===== config.mk =====
export PLATFORM = sky130hd
export DESIGN_NAME = dsp_mac_sequencer
export DESIGN_NICKNAME = d
export VERILOG_FILES = /design/src/rtl/dsp_mac_sequencer.sv
export SDC_FILE = /design/constraint.sdc
export NUM_CORES = 1
export LEC_CHECK = 0
export ABC_CLOCK_PERIOD_IN_PS = 5400
export BUFFER_PORTS_ARGS = -buffer_cell sky130_fd_sc_hd__buf_2
export CAP_MARGIN = 10
export CORE_MARGIN = 1
export CORE_UTILIZATION = 45
export CTS_CLUSTER_DIAMETER = 100
export DETAILED_ROUTE_END_ITERATION = 6
export GPL_TIMING_DRIVEN = 0
export PLACE_DENSITY = 0.85
export SLEW_MARGIN = 20
export SYNTH_ARGS = -nofsm -noshare
export SYNTH_HDL_FRONTEND = slang
export SYNTH_SLANG_ARGS = --single-unit

===== constraint.sdc =====
create_clock -name clk_i -period 5.4 [get_ports clk_i]
set_clock_uncertainty 0.1 [all_clocks]
set_input_delay 0.54 -clock clk_i [delete_from_list [all_inputs] [get_ports clk_i]]
set_output_delay 0.54 -clock clk_i [all_outputs]
set_load 0.01 [all_outputs]

===== src/rtl/dsp_mac_sequencer.sv =====
// dsp_mac_sequencer: runs one DSP48A1 slice (A/B, M and P registers enabled)
// as a length-N multiply-accumulate engine. Operand pairs stream in over a
// valid/ready handshake; the 48-bit P result leaves over a valid/ready handshake.
// Optional feature macro: SEQ_TIMEOUT_EN. When defined, a stalled operand
// stream is cut short after TIMEOUT beat-less cycles and the partial result is
// flagged on res_err_o. When undefined, FEED waits forever and res_err_o is 0.
module dsp_mac_sequencer #(
    parameter int LEN_W    = 8,
    parameter int A_W      = 18,
    parameter int B_W      = 18,
    parameter int PIPE_LAT = 3,
    parameter int TIMEOUT  = 255
) (
    input  logic             clk_i,
    input  logic             rst_i,
    input  logic             start_i,
    input  logic [LEN_W-1:0] len_i,
    output logic             busy_o,
    output logic             err_len_o,
    input  logic             in_valid_i,
    output logic             in_ready_o,
    input  logic [A_W-1:0]   in_a_i,
    input  logic [B_W-1:0]   in_b_i,
    output logic [A_W-1:0]   dsp_a_o,
    output logic [B_W-1:0]   dsp_b_o,
    output logic             dsp_ce_o,
    output logic             dsp_rstp_o,
    output logic [7:0]       dsp_opmode_o,
    input  logic [47:0]      p_in_i,
    output logic             res_valid_o,
    input  logic             res_ready_i,
    output logic [47:0]      res_data_o,
    output logic             res_err_o
);

    typedef enum logic [2:0] {IDLE, CLR, FEED, DRAIN, DONE} state_t;

    // The drain counter only has to reach PIPE_LAT-1.
    localparam int DRAIN_W = (PIPE_LAT > 1) ? $clog2(PIPE_LAT) : 1;
    localparam logic [DRAIN_W-1:0] DRAIN_LAST = DRAIN_W'(PIPE_LAT - 1);

    // Reject parameter values that would make the drain or idle counters meaningless.
    if (PIPE_LAT < 1 || TIMEOUT < 1) begin : gBadParams
        $error("dsp_mac_sequencer: PIPE_LAT and TIMEOUT must both be at least 1");
    end

    state_t             state_q, state_d;
    logic [LEN_W-1:0]   lenLatch_q, lenLatch_d;
    logic [LEN_W-1:0]   beatCnt_q, beatCnt_d;
    logic [DRAIN_W-1:0] drainCnt_q, drainCnt_d;
    logic [47:0]        resData_q, resData_d;
    logic               errLen_q, errLen_d;
    logic               beat;
    logic               inReady;
    logic               ce;
    logic               rstp;
    logic               resValid;

`ifdef SEQ_TIMEOUT_EN
    localparam int IDLE_W = (TIMEOUT > 1) ? $clog2(TIMEOUT) : 1;
    localparam logic [IDLE_W-1:0] IDLE_LAST = IDLE_W'(TIMEOUT - 1);
    logic [IDLE_W-1:0]  idleCnt_q, idleCnt_d;
    logic               resErr_q, resErr_d;
`endif

    // State and datapath registers; reset returns to IDLE and drops any pending count.
    always_ff @(posedge clk_i) begin
        if (rst_i) begin
            state_q    <= IDLE;
            lenLatch_q <= '0;
            beatCnt_q  <= '0;
            drainCnt_q <= '0;
            resData_q  <= '0;
            errLen_q   <= 1'b0;
`ifdef SEQ_TIMEOUT_EN
            idleCnt_q  <= '0;
            resErr_q   <= 1'b0;
`endif
        end else begin
            state_q    <= state_d;
            lenLatch_q <= lenLatch_d;
            beatCnt_q  <= beatCnt_d;
            drainCnt_q <= drainCnt_d;
            resData_q  <= resData_d;
            errLen_q   <= errLen_d;
`ifdef SEQ_TIMEOUT_EN
            idleCnt_q  <= idleCnt_d;
            resErr_q   <= resErr_d;
`endif
        end
    end

    // Next-state logic and slice control; handshake outputs are masked while reset is held.
    always_comb begin
        state_d    = state_q;
        lenLatch_d = lenLatch_q;
        beatCnt_d  = beatCnt_q;
        drainCnt_d = drainCnt_q;
        resData_d  = resData_q;
        errLen_d   = 1'b0;
        beat       = 1'b0;
        inReady    = 1'b0;
        ce         = 1'b0;
        rstp       = rst_i;
        resValid   = 1'b0;
`ifdef SEQ_TIMEOUT_EN
        idleCnt_d  = idleCnt_q;
        resErr_d   = resErr_q;
`endif
        case (state_q)
            IDLE: begin
                if (start_i) begin
                    if (len_i == '0) begin
                        errLen_d = 1'b1;
                    end else begin
                        lenLatch_d = len_i;
                        state_d    = CLR;
                    end
                end
            end
            CLR: begin
                rstp       = 1'b1;
                beatCnt_d  = '0;
                drainCnt_d = '0;
`ifdef SEQ_TIMEOUT_EN
                idleCnt_d  = '0;
                resErr_d   = 1'b0;
`endif
                state_d    = FEED;
            end
            FEED: begin
                inReady = !rst_i;
                ce      = !rst_i;
                beat    = in_valid_i && inReady;
                if (beat) begin
                    beatCnt_d = beatCnt_q + LEN_W'(1);
`ifdef SEQ_TIMEOUT_EN
                    idleCnt_d = '0;
`endif
                    if (beatCnt_q + LEN_W'(1) == lenLatch_q) begin
                        state_d = DRAIN;
                    end
                end
`ifdef SEQ_TIMEOUT_EN
                else if (idleCnt_q == IDLE_LAST) begin
                    resErr_d = 1'b1;
                    state_d  = DRAIN;
                end else begin
                    idleCnt_d = idleCnt_q + IDLE_W'(1);
                end
`endif
            end
            DRAIN: begin
                ce = !rst_i;
                if (drainCnt_q == DRAIN_LAST) begin
                    resData_d = p_in_i;
                    state_d   = DONE;
                end else begin
                    drainCnt_d = drainCnt_q + DRAIN_W'(1);
                end
            end
            DONE: begin
                resValid = !rst_i;
                if (res_ready_i) begin
                    state_d = IDLE;
                end
            end
            default: begin
                state_d = IDLE;
            end
        endcase
    end

    assign busy_o       = (state_q != IDLE);
    assign err_len_o    = errLen_q;
    assign in_ready_o   = inReady;
    assign dsp_a_o      = beat ? in_a_i : '0;
    assign dsp_b_o      = beat ? in_b_i : '0;
    assign dsp_ce_o     = ce;
    assign dsp_rstp_o   = rstp;
    assign dsp_opmode_o = 8'b0000_1001;
    assign res_valid_o  = resValid;
    assign res_data_o   = resData_q;
`ifdef SEQ_TIMEOUT_EN
    assign res_err_o    = resErr_q && resValid;
`else
    assign res_err_o    = 1'b0;
`endif

endmodule

==> flow_metrics.py, run 1 <==
metrics = {
    "worst_setup_path": {
        "cp_num_cells": 5,
        "path_cells": "or3b_4 > nor2_1 > clkbuf_1 > and2_1 > buf_2",
        "path_max_fanout": 10,
        "critPathTopFamily": "simple AND/OR/NAND/NOR gates",
        "slowest_delay_ns": 0.40,
        "reg2regPathDepth": 6,
        "cp-start-kind": "flip-flop",
        "path_buf_inv": 2,
        "critPathArrivalTime_ns": 2.14,
        "crit_type": "reg2out",
        "crit_required_ns": 4.76,
        "worst_path_max_delay_cell": "or3b_4",
        "endpoint_kind": "output pin",
    },
    "timing": {
        "rsz0062_at_grt": "no",
        "relSlewSlack_pct": 60.7,
        "tns_ns": 0,
        "setup_viol": 0,
        "finalHoldWorstSlack_ns": 0.338,
        "worst_slew_pin_slew_ns": 0.585,
        "post-route-period-util_pct": 51.5,
        "hold_viol_final": 0,
        "period_minus_slack_ns": 2.78,
        "fmax_mhz": 359,
        "finalMaxSlewViolations": 0,
    },
    "final_layout": {
        "layout-drive-gt1-share_pct": 36.7,
        "final_util_pct": 67.3,
        "final_cell_mix": "192 x buf_2, 103 x nand2_1, 70 x dfxtp_1",
        "n_antenna_cell": 0,
        "syn2layout_area_growth_pct": 40.9,
        "layout_commonest_cell": "buf_2",
        "final_nets": 705,
        "final_cells": 688,
    },
    "power_and_ir_drop": {
        "switching_share_pct": 23.0,
        "power_frac_clock_pct": 42.3,
        "ir_worst_vdd_uv": 161,
        "power_density_nw_per_um2": 252,
        "cellInternalPower_w": 0.000852,
        "pwr-share-comb_pct": 10.0,
        "p_leak_nw": 2.12,
        "power_frac_seq_pct": 47.7,
        "power.switching_w": 0.000255,
    },
    "synth": {
        "synthDistinctLibCells": 38,
        "async_reset_ff_share_pct": 0,
        "yosys.area.top_type": "dfxtp_1",
        "synthFlopType": "dfxtp_1",
        "syn_avg_cell_area_um2": 7.75,
        "synth-edff-count": 0,
        "yosysTopAreaCellShare_pct": 45.0,
        "synth_seq_area_share_pct": 45.0,
        "syn_area_um2": 3120,
        "synth_warnings": 0,
        "yosys-top-cells-area": "dfxtp_1 45%, nand2_1 12%, a21oi_1 9.5%, and2_1 7.4%, nor2_1 3.3%",
        "ys_ff_latch": 70,
        "syn_inst": 402,
    },
    "floorplanning": {
        "io_pins": 196,
        "coreArea_um2": 6530,
        "initial_core_util_pct": 47.7,
        "row_count": 29,
        "dieArea_um2": 7260,
        "die-width_um": 85.2,
        "die_y_um": 85.2,
    },
    "flow_run": {
        "max-cap-violations": 0,
    },
    "routing": {
        "wl_um": 8400,
        "drt_iter0_markers": 90,
        "via_per_inst": 4.93,
        "drcViolationCount": 0,
        "first_pass_iters": 4,
        "vias": 3394,
        "ant_nets": 0,
        "wl_per_cell_um": 12.2,
    },
    "global_route": {
        "grt_pass1_vias": 3150,
        "grt_pass1_wl_um": 13400,
        "grt.total_usage_pct": 23.1,
        "overflow": 0,
        "antenna_found_initial": 0,
        "grt_start_max_net_pins": 13,
    },
    "clocking": {
        "h-tree-depth": 3,
        "cts_setup_buffers": 0,
        "cts.root.buffer_cell": "clkbuf_8",
        "ctsResizeCount": 0,
        "clock_sinks": 70,
        "cts_made_buffers": 9,
        "clkSlewWorstSetupHoldPaths_ns": 0.08,
        "cts_tree": "yes",
        "insertion_delay_ns": 0.33,
        "cts.path.max_buffers": 2,
        "cts_hold_buf": 0,
    },
    "place": {
        "dp_cells": 672,
        "globalplace.congestion": 0.893,
        "port_buffers": 186,
        "place_hpwl_um": 6660,
    },
    "worst_hold_path": {
        "hold_depth": 3,
        "hold_class": "in2reg",
    },
    "run_status": {
        "outcome": "completed",
    },
}
==> worst register-to-register path: stages, from the launching register on <==
cell and delay [ns]:
dfxtp_1 0.30, buf_2 0.17, nor3_1 0.38, nand2_1 0.16
a21oi_2 0.44, mux2i_1 0.26, nor2_1 0.06
==> worst paths after layout <==
check | start | endpoint | slack, ns
setup / recovery | state_q[2] | dsp_a_o[3] | 2.62
setup reg to reg | state_q[1] | lenLatch_q[5] | 3.40
hold reg to reg | res_data_o[16] | res_data_o[16] | 0.35
hold / removal | p_in_i[0] | res_data_o[0] | 0.34
==> per-layer routing <==
| layer | part of all wire (%) | wire length, um | GRT usage (%) | vias up |
|---|---|---|---|---|
| met4 | 1.8 | 155 | 10.0 | 0 |
| met5 | 0 | 0 | 0 | - |
| met1 | 38 | 3190 | 24.1 | 1533 |
| li1 | - | - | - | 1705 |
| met3 | 6.8 | 568 | 4.86 | 15 |
| met2 | 53 | 4480 | 44.5 | 141 |
==> state kept, by name, summed over array words and instances, names as in the netlist <==
register	count
res_data_o	48
beatCnt_q	8
lenLatch_q	8
state_q	3
drainCnt_q	2
err_len_o	1
==> through the flow <==
step           area [um2]  setup slack (ns)  total power (W)
3_5_place_dp         4170              2.70         0.000651
2_1_floorplan        3140              3.19         0.000597
6_report             4390              2.62          0.00111
5_1_grt              4390              2.43          0.00115
4_1_cts              4390              2.56          0.00112
3_3_place_gp         4170              2.75         0.000647
==> final cells by class <==
type / count / area [um2]
multi-input cells: 303 / 1560
clock buffers: 11 / 141
clock inverters: 5 / 81.3
repair buffers: 186 / 931
plain buffers: 33 / 173
flip-flops and latches: 70 / 1400
well taps: 77 / 96.3
fillers: 568 / 2140
inverters: 3 / 11.3
==> Yosys cell counts, drive strengths merged, types with 2 or more instances <==
library cell / count
nor3: 3
clkbuf: 17
inv: 3
and2: 37
ha: 2
nor2: 27
a21oi: 60
and3: 3
or3: 3
nand3: 6
conb: 2
mux2i: 7
o21ai: 8
buf: 16
nand2: 103
or2: 2
nand3b: 4
xnor2: 11
nor4: 5
dfxtp: 70
==> power groups by stage <==
stage / Sequential [W] / Clock [W] / Combinational (W)
2_1_floorplan: 0.000538 / 0 / 0.0000583
3_3_place_gp: 0.000540 / 0 / 0.000107
3_5_place_dp: 0.000540 / 0 / 0.000110
4_1_cts: 0.000528 / 0.000478 / 0.000111
5_1_grt: 0.000529 / 0.000501 / 0.000122
6_report: 0.000528 / 0.000468 / 0.000111
==> logic make-up (layout without fill, tap and decap cells) <==
kind of cell,Yosys count,after routing,share of synthesized area (%)
compound gates,74,74,12.6
simple gates,199,199,29.9
other cells,2,9,0.241
mux,7,7,2.25
flops,70,70,45.0
fa+ha+maj,2,2,0.803
buf+inv,36,238,5.90
xor+xnor,12,12,3.37
Power figures use the tool's default switching activity.
==> run 2: changes to the inputs <==
--- a/config.mk
+++ b/config.mk
@@ -5,15 +5,15 @@
 export SDC_FILE = /design/constraint.sdc
 export NUM_CORES = 1
 export LEC_CHECK = 0
-export ABC_CLOCK_PERIOD_IN_PS = 5400
+export ABC_CLOCK_PERIOD_IN_PS = 2600
 export BUFFER_PORTS_ARGS = -buffer_cell sky130_fd_sc_hd__buf_2
 export CAP_MARGIN = 10
 export CORE_MARGIN = 1
-export CORE_UTILIZATION = 45
+export CORE_UTILIZATION = 43
 export CTS_CLUSTER_DIAMETER = 100
 export DETAILED_ROUTE_END_ITERATION = 6
 export GPL_TIMING_DRIVEN = 0
-export PLACE_DENSITY = 0.85
+export PLACE_DENSITY = 0.82
 export SLEW_MARGIN = 20
 export SYNTH_ARGS = -nofsm -noshare
 export SYNTH_HDL_FRONTEND = slang
==> constraint.sdc (replaced) <==
create_clock -name clk_i -period 2.6 [get_ports clk_i]
set_clock_uncertainty 0.1 [all_clocks]
set_input_delay 0.26 -clock clk_i [delete_from_list [all_inputs] [get_ports clk_i]]
set_output_delay 0.26 -clock clk_i [all_outputs]
set_load 0.01 [all_outputs]
==> flow_metrics.py, run 2 (same netlist as run 1, synthesis figures left out) <==
metrics = {
    "worst_setup_path": {
        "critPathArrivalTime_ns": 2.02,
        "reg2regPathDepth": 6,
        "cp-startpoint": "state_q[0]",
        "endpoint_kind": "output pin",
        "crit_path_end": "dsp_b_o[10]",
        "r2r_slack_ns": 0.61,
        "timing.rr.end": "lenLatch_q[2]",
        "crit_type": "reg2out",
        "cp-start-kind": "flip-flop",
        "path_max_fanout": 10,
        "crit_required_ns": 2.24,
        "r2r-start": "state_q[1]",
    },
    "routing": {
        "wl_um": 8860,
        "routed.top_layer": "met4",
        "vias": 3405,
        "ant_nets": 0,
        "drt_iter0_markers": 90,
        "dr_wl_met3_um": 628,
        "via_per_inst": 4.82,
        "drcViolationCount": 0,
        "met2_length_um": 4650,
        "wl_met1_um": 3410,
        "wl_per_cell_um": 12.5,
        "first_pass_iters": 4,
    },
    "clocking": {
        "insertion_delay_ns": 0.34,
        "h-tree-depth": 3,
        "cts.root.buffer_cell": "clkbuf_8",
        "cts.path.max_buffers": 2,
        "cts_tree": "yes",
        "cts_setup_buffers": 0,
        "clock_sinks": 70,
        "ctsResizeCount": 1,
        "cts_hold_buf": 0,
        "clkSlewWorstSetupHoldPaths_ns": 0.07,
        "cts_made_buffers": 9,
    },
    "floorplanning": {
        "dieArea_um2": 7590,
        "die-width_um": 87.1,
        "die_y_um": 87.1,
        "io_pins": 196,
        "initial_core_util_pct": 45.1,
        "coreArea_um2": 6910,
        "row_count": 30,
    },
    "power_and_ir_drop": {
        "ir_worst_vdd_uv": 267,
        "p_leak_nw": 2.11,
        "finalPower_w": 0.00221,
        "power_density_nw_per_um2": 502,
    },
    "global_route": {
        "antenna_found_initial": 0,
        "grt_pass1_wl_um": 13100,
        "grt_start_max_net_pins": 12,
        "overflow": 0,
        "grt.total_usage_pct": 22.5,
        "grt_pass1_vias": 3035,
    },
    "final_layout": {
        "n_antenna_cell": 0,
        "layout-drive-gt1-share_pct": 36.8,
        "layout_commonest_cell": "buf_2",
        "final_nets": 705,
        "final_cell_mix": "192 x buf_2, 103 x nand2_1, 70 x dfxtp_1",
        "largest_register_ff_count": 48,
        "syn2layout_area_growth_pct": 41.1,
    },
    "place": {
        "globalplace.congestion": 0.924,
        "port_buffers": 186,
        "place_hpwl_um": 7040,
    },
    "timing": {
        "post-route-period-util_pct": 91.5,
        "fmax_mhz": 420,
        "relSlewSlack_pct": 61.9,
        "finalMaxSlewViolations": 0,
        "setup_viol": 0,
        "period_minus_slack_ns": 2.38,
        "rsz0062_at_grt": "no",
        "hold_viol_final": 0,
        "worst_slew_pin_slew_ns": 0.566,
        "tns_ns": 0,
    },
    "run_status": {
        "outcome": "completed",
    },
    "worst_hold_path": {
        "hold_class": "in2reg",
        "min-delay-start": "p_in_i[22]",
    },
    "flow_run": {
        "max-cap-violations": 0,
    },
}
[run 2: changes by cell type in the layout (fill, tap and decap cells not counted)]
cell,previous run,this run
bufinv_16,2,1
clkbuf_2,0,1
clkbuf_8,10,11
inv_6,1,0
nor2_1,27,26
nor2_2,0,1
[run 2: cell type report]
| class | instances | area (um2) |
|---|---|---|
| plain buffers | 33 | 174 |
| clock buffers | 13 | 159 |
| clock inverters | 3 | 42.5 |
| fillers | 622 | 2510 |
| inverters | 3 | 11.3 |
| multi-input cells | 303 | 1560 |
| flip-flops and latches | 70 | 1400 |
| well taps | 96 | 120 |
| repair buffers | 186 | 931 |
[run 2: how the worst min path moves through the flow]
stage / endpoint / slack [ns] / depth (start not counted)
finish: res_data_o[22] / 0.05 / 3
global route: res_data_o[22] / 0.05 / 3
CTS: res_data_o[22] / 0.04 / 3
detailed placement: res_data_o[0] / 0.34 / 2
global placement: res_data_o[33] / 0.34 / 2
floorplan: res_data_o[0] / 0.30 / 2
[run 2: routing by layer]
| metal | vias up | GRT usage [%] |
|---|---|---|
| li1 | 1704 | - |
| met1 | 1535 | 22.8 |
| met2 | 153 | 44.0 |
| met3 | 13 | 5.59 |
| met4 | 0 | 8.49 |
| met5 | - | 0 |
[run 2: metrics by stage]
step | setup WS [ns] | utilization, % | hold WS [ns] | area, um2 | cells
CTS | 0.109 | 63.7 | 0.0433 | 4400 | 707
finish | 0.221 | 63.7 | 0.0529 | 4400 | 707
floorplan | 0.851 | - | 0.296 | 3140 | 409
detailed placement | 0.337 | 60.7 | 0.344 | 4190 | 691
global placement | 0.349 | 60.7 | 0.340 | 4190 | 691
global route | 0.0492 | 63.7 | 0.0484 | 4400 | 707
[run 2: where the power goes]
group | leakage (nW) | internal [W] | total, W | switching [W]
logic | 1.45 | 0.000116 | 0.000234 | 0.000117
registers | 0.565 | 0.00109 | 0.00110 | 0.0000115
clock network | 0.0996 | 0.000495 | 0.000880 | 0.000385
total | 2.11 | 0.00170 | 0.00221 | 0.000514
[run 2: worst max-delay path, cell delays in order, from the launching register on]
cell and delay, ns:
dfxtp_1 0.36, or3b_4 0.43, nor2_2 0.27, clkbuf_1 0.28
and2_1 0.19, buf_2 0.14
==> run 3: changes to the inputs <==
--- a/config.mk
+++ b/config.mk
@@ -8,6 +8,7 @@
 export ABC_CLOCK_PERIOD_IN_PS = 2600
 export BUFFER_PORTS_ARGS = -buffer_cell sky130_fd_sc_hd__buf_2
 export CAP_MARGIN = 10
+export CORE_ASPECT_RATIO = 1.4
 export CORE_MARGIN = 1
 export CORE_UTILIZATION = 43
 export CTS_CLUSTER_DIAMETER = 100
==> flow_metrics.py, run 3 (same netlist as run 1, synthesis figures left out) <==
metrics = {
    "worst_hold_path": {
        "hold_depth": 3,
        "min-delay-start": "p_in_i[30]",
        "hold_class": "in2reg",
        "whs_endpoint": "res_data_o[30]",
    },
    "routing": {
        "ant_nets": 0,
        "drcViolationCount": 0,
        "via_per_inst": 4.77,
        "wl_per_cell_um": 11.8,
        "first_pass_iters": 4,
        "vias": 3365,
        "wl_um": 8320,
        "drt_iter0_markers": 91,
    },
    "final_layout": {
        "fillerInstances": 593,
        "multi_input_area_um2": 1560,
        "layout-drive-gt1-share_pct": 36.8,
        "final_nets": 705,
        "seqCellArea_um2": 1400,
        "final_cell_mix": "192 x buf_2, 103 x nand2_1, 70 x dfxtp_1",
        "layout_commonest_cell": "buf_2",
        "n_antenna_cell": 0,
        "design_area_um2": 4400,
        "syn2layout_area_growth_pct": 41.1,
        "largest_register_ff_count": 48,
    },
    "global_route": {
        "top_usage_layer": "met2",
        "grt.met1_usage_pct": 19.2,
        "grt_start_max_net_pins": 12,
        "grt.total_usage_pct": 21.4,
        "use_met3_pct": 5.87,
        "grt_pass1_vias": 2980,
        "grt_use_met2_pct": 42.8,
        "overflow": 0,
        "antenna_found_initial": 0,
        "grt_pass1_wl_um": 12400,
    },
    "worst_setup_path": {
        "critPathTopFamily": "simple AND/OR/NAND/NOR gates",
        "cp-start-kind": "flip-flop",
        "r2r-start": "state_q[1]",
        "path_cells": "or3b_4 > nor2_2 > clkbuf_1 > and2_1 > buf_2",
        "worst_path_max_delay_cell": "or3b_4",
        "slowest_delay_ns": 0.42,
        "r2r_slack_ns": 0.70,
        "reg2regPathDepth": 6,
        "timing.rr.end": "lenLatch_q[1]",
        "path_buf_inv": 2,
        "path_max_fanout": 10,
        "cp-startpoint": "state_q[0]",
        "critPathArrivalTime_ns": 1.99,
        "crit_required_ns": 2.24,
        "crit_type": "reg2out",
        "endpoint_kind": "output pin",
    },
    "place": {
        "dpl_cell_area_um2": 4190,
        "globalplace.congestion": 0.887,
        "pre_cts_slack_ns": 0.401,
        "place_hpwl_um": 6560,
        "port_buffers": 186,
    },
    "clocking": {
        "insertion_delay_ns": 0.34,
        "cts.root.buffer_cell": "clkbuf_8",
        "cts.path.max_buffers": 2,
        "clkSlewWorstSetupHoldPaths_ns": 0.07,
        "h-tree-depth": 3,
        "cts_setup_buffers": 0,
        "cts_made_buffers": 9,
        "clock_sinks": 70,
        "cts_tree": "yes",
        "ctsResizeCount": 0,
        "cts_hold_buf": 0,
    },
    "floorplanning": {
        "row_count": 36,
        "die-width_um": 74.0,
        "coreArea_um2": 6980,
        "initial_core_util_pct": 44.6,
        "die_y_um": 103,
        "io_pins": 196,
        "dieArea_um2": 7600,
    },
    "power_and_ir_drop": {
        "power_density_nw_per_um2": 503,
        "ir_worst_vdd_uv": 235,
        "finalPower_w": 0.00221,
        "p_leak_nw": 2.11,
    },
    "timing": {
        "post-route-period-util_pct": 90.4,
        "worst_slew_pin_slew_ns": 0.538,
        "setup_viol": 0,
        "rsz0062_at_grt": "no",
        "finalMaxSlewViolations": 0,
        "hold_viol_final": 0,
        "tns_ns": 0,
        "fin_ws_ns": 0.249,
        "period_minus_slack_ns": 2.35,
        "fmax_mhz": 425,
        "relSlewSlack_pct": 64.1,
    },
    "flow_run": {
        "max-cap-violations": 0,
    },
    "run_status": {
        "outcome": "completed",
    },
}
[run 3: cell counts in the layout (fill, tap and decap cells not counted)]
No cell type changed its count.
[run 3: power by group]
group | switching [W] | internal, W | leakage, nW
sequential | 0.0000125 | 0.00109 | 0.565
clock | 0.000392 | 0.000495 | 0.0996
combinational | 0.000112 | 0.000116 | 1.45
[run 3: stage by stage]
step | std cells | hold slack, ns | util, %
2_1_floorplan | 409 | 0.296 | -
3_3_place_gp | 690 | 0.340 | 60.1
3_5_place_dp | 690 | 0.343 | 60.1
4_1_cts | 706 | 0.0283 | 62.9
5_1_grt | 706 | 0.0336 | 63.0
6_report | 706 | 0.0456 | 63.0
[run 3: worst register-to-register path: stages, from the launching register on]
cell	delay, ns
dfxtp_1	0.30
buf_2	0.17
nor3_1	0.32
nand2_1	0.14
a21oi_2	0.42
mux2i_1	0.27
nor2_1	0.06
[run 3: how the worst max path moves through the flow]
stage | end | cells past startpoint | slack, ns
floorplan | dsp_a_o[0] | 4 | 0.85
global placement | dsp_b_o[17] | 5 | 0.40
detailed placement | dsp_b_o[17] | 5 | 0.40
CTS | dsp_b_o[17] | 5 | 0.01
global route | dsp_b_o[15] | 5 | 0.07
finish | dsp_b_o[15] | 5 | 0.25
[run 3: routing by layer]
metal / wire (um) / vias to the layer above
li1: - / 1707
met1: 3060 / 1488
met4: 134 / 0
met2: 4520 / 158
met5: 0 / -
met3: 607 / 12
[run 3: layout make-up]
cell class	instances	share of cell area, %
multi-input combinational	303	35.5
buffer	33	3.95
clock inverter	3	0.967
timing repair buffer	186	21.2
inverter	3	0.256
tap	95	2.70
sequential	70	31.9
clock buffer	13	3.61
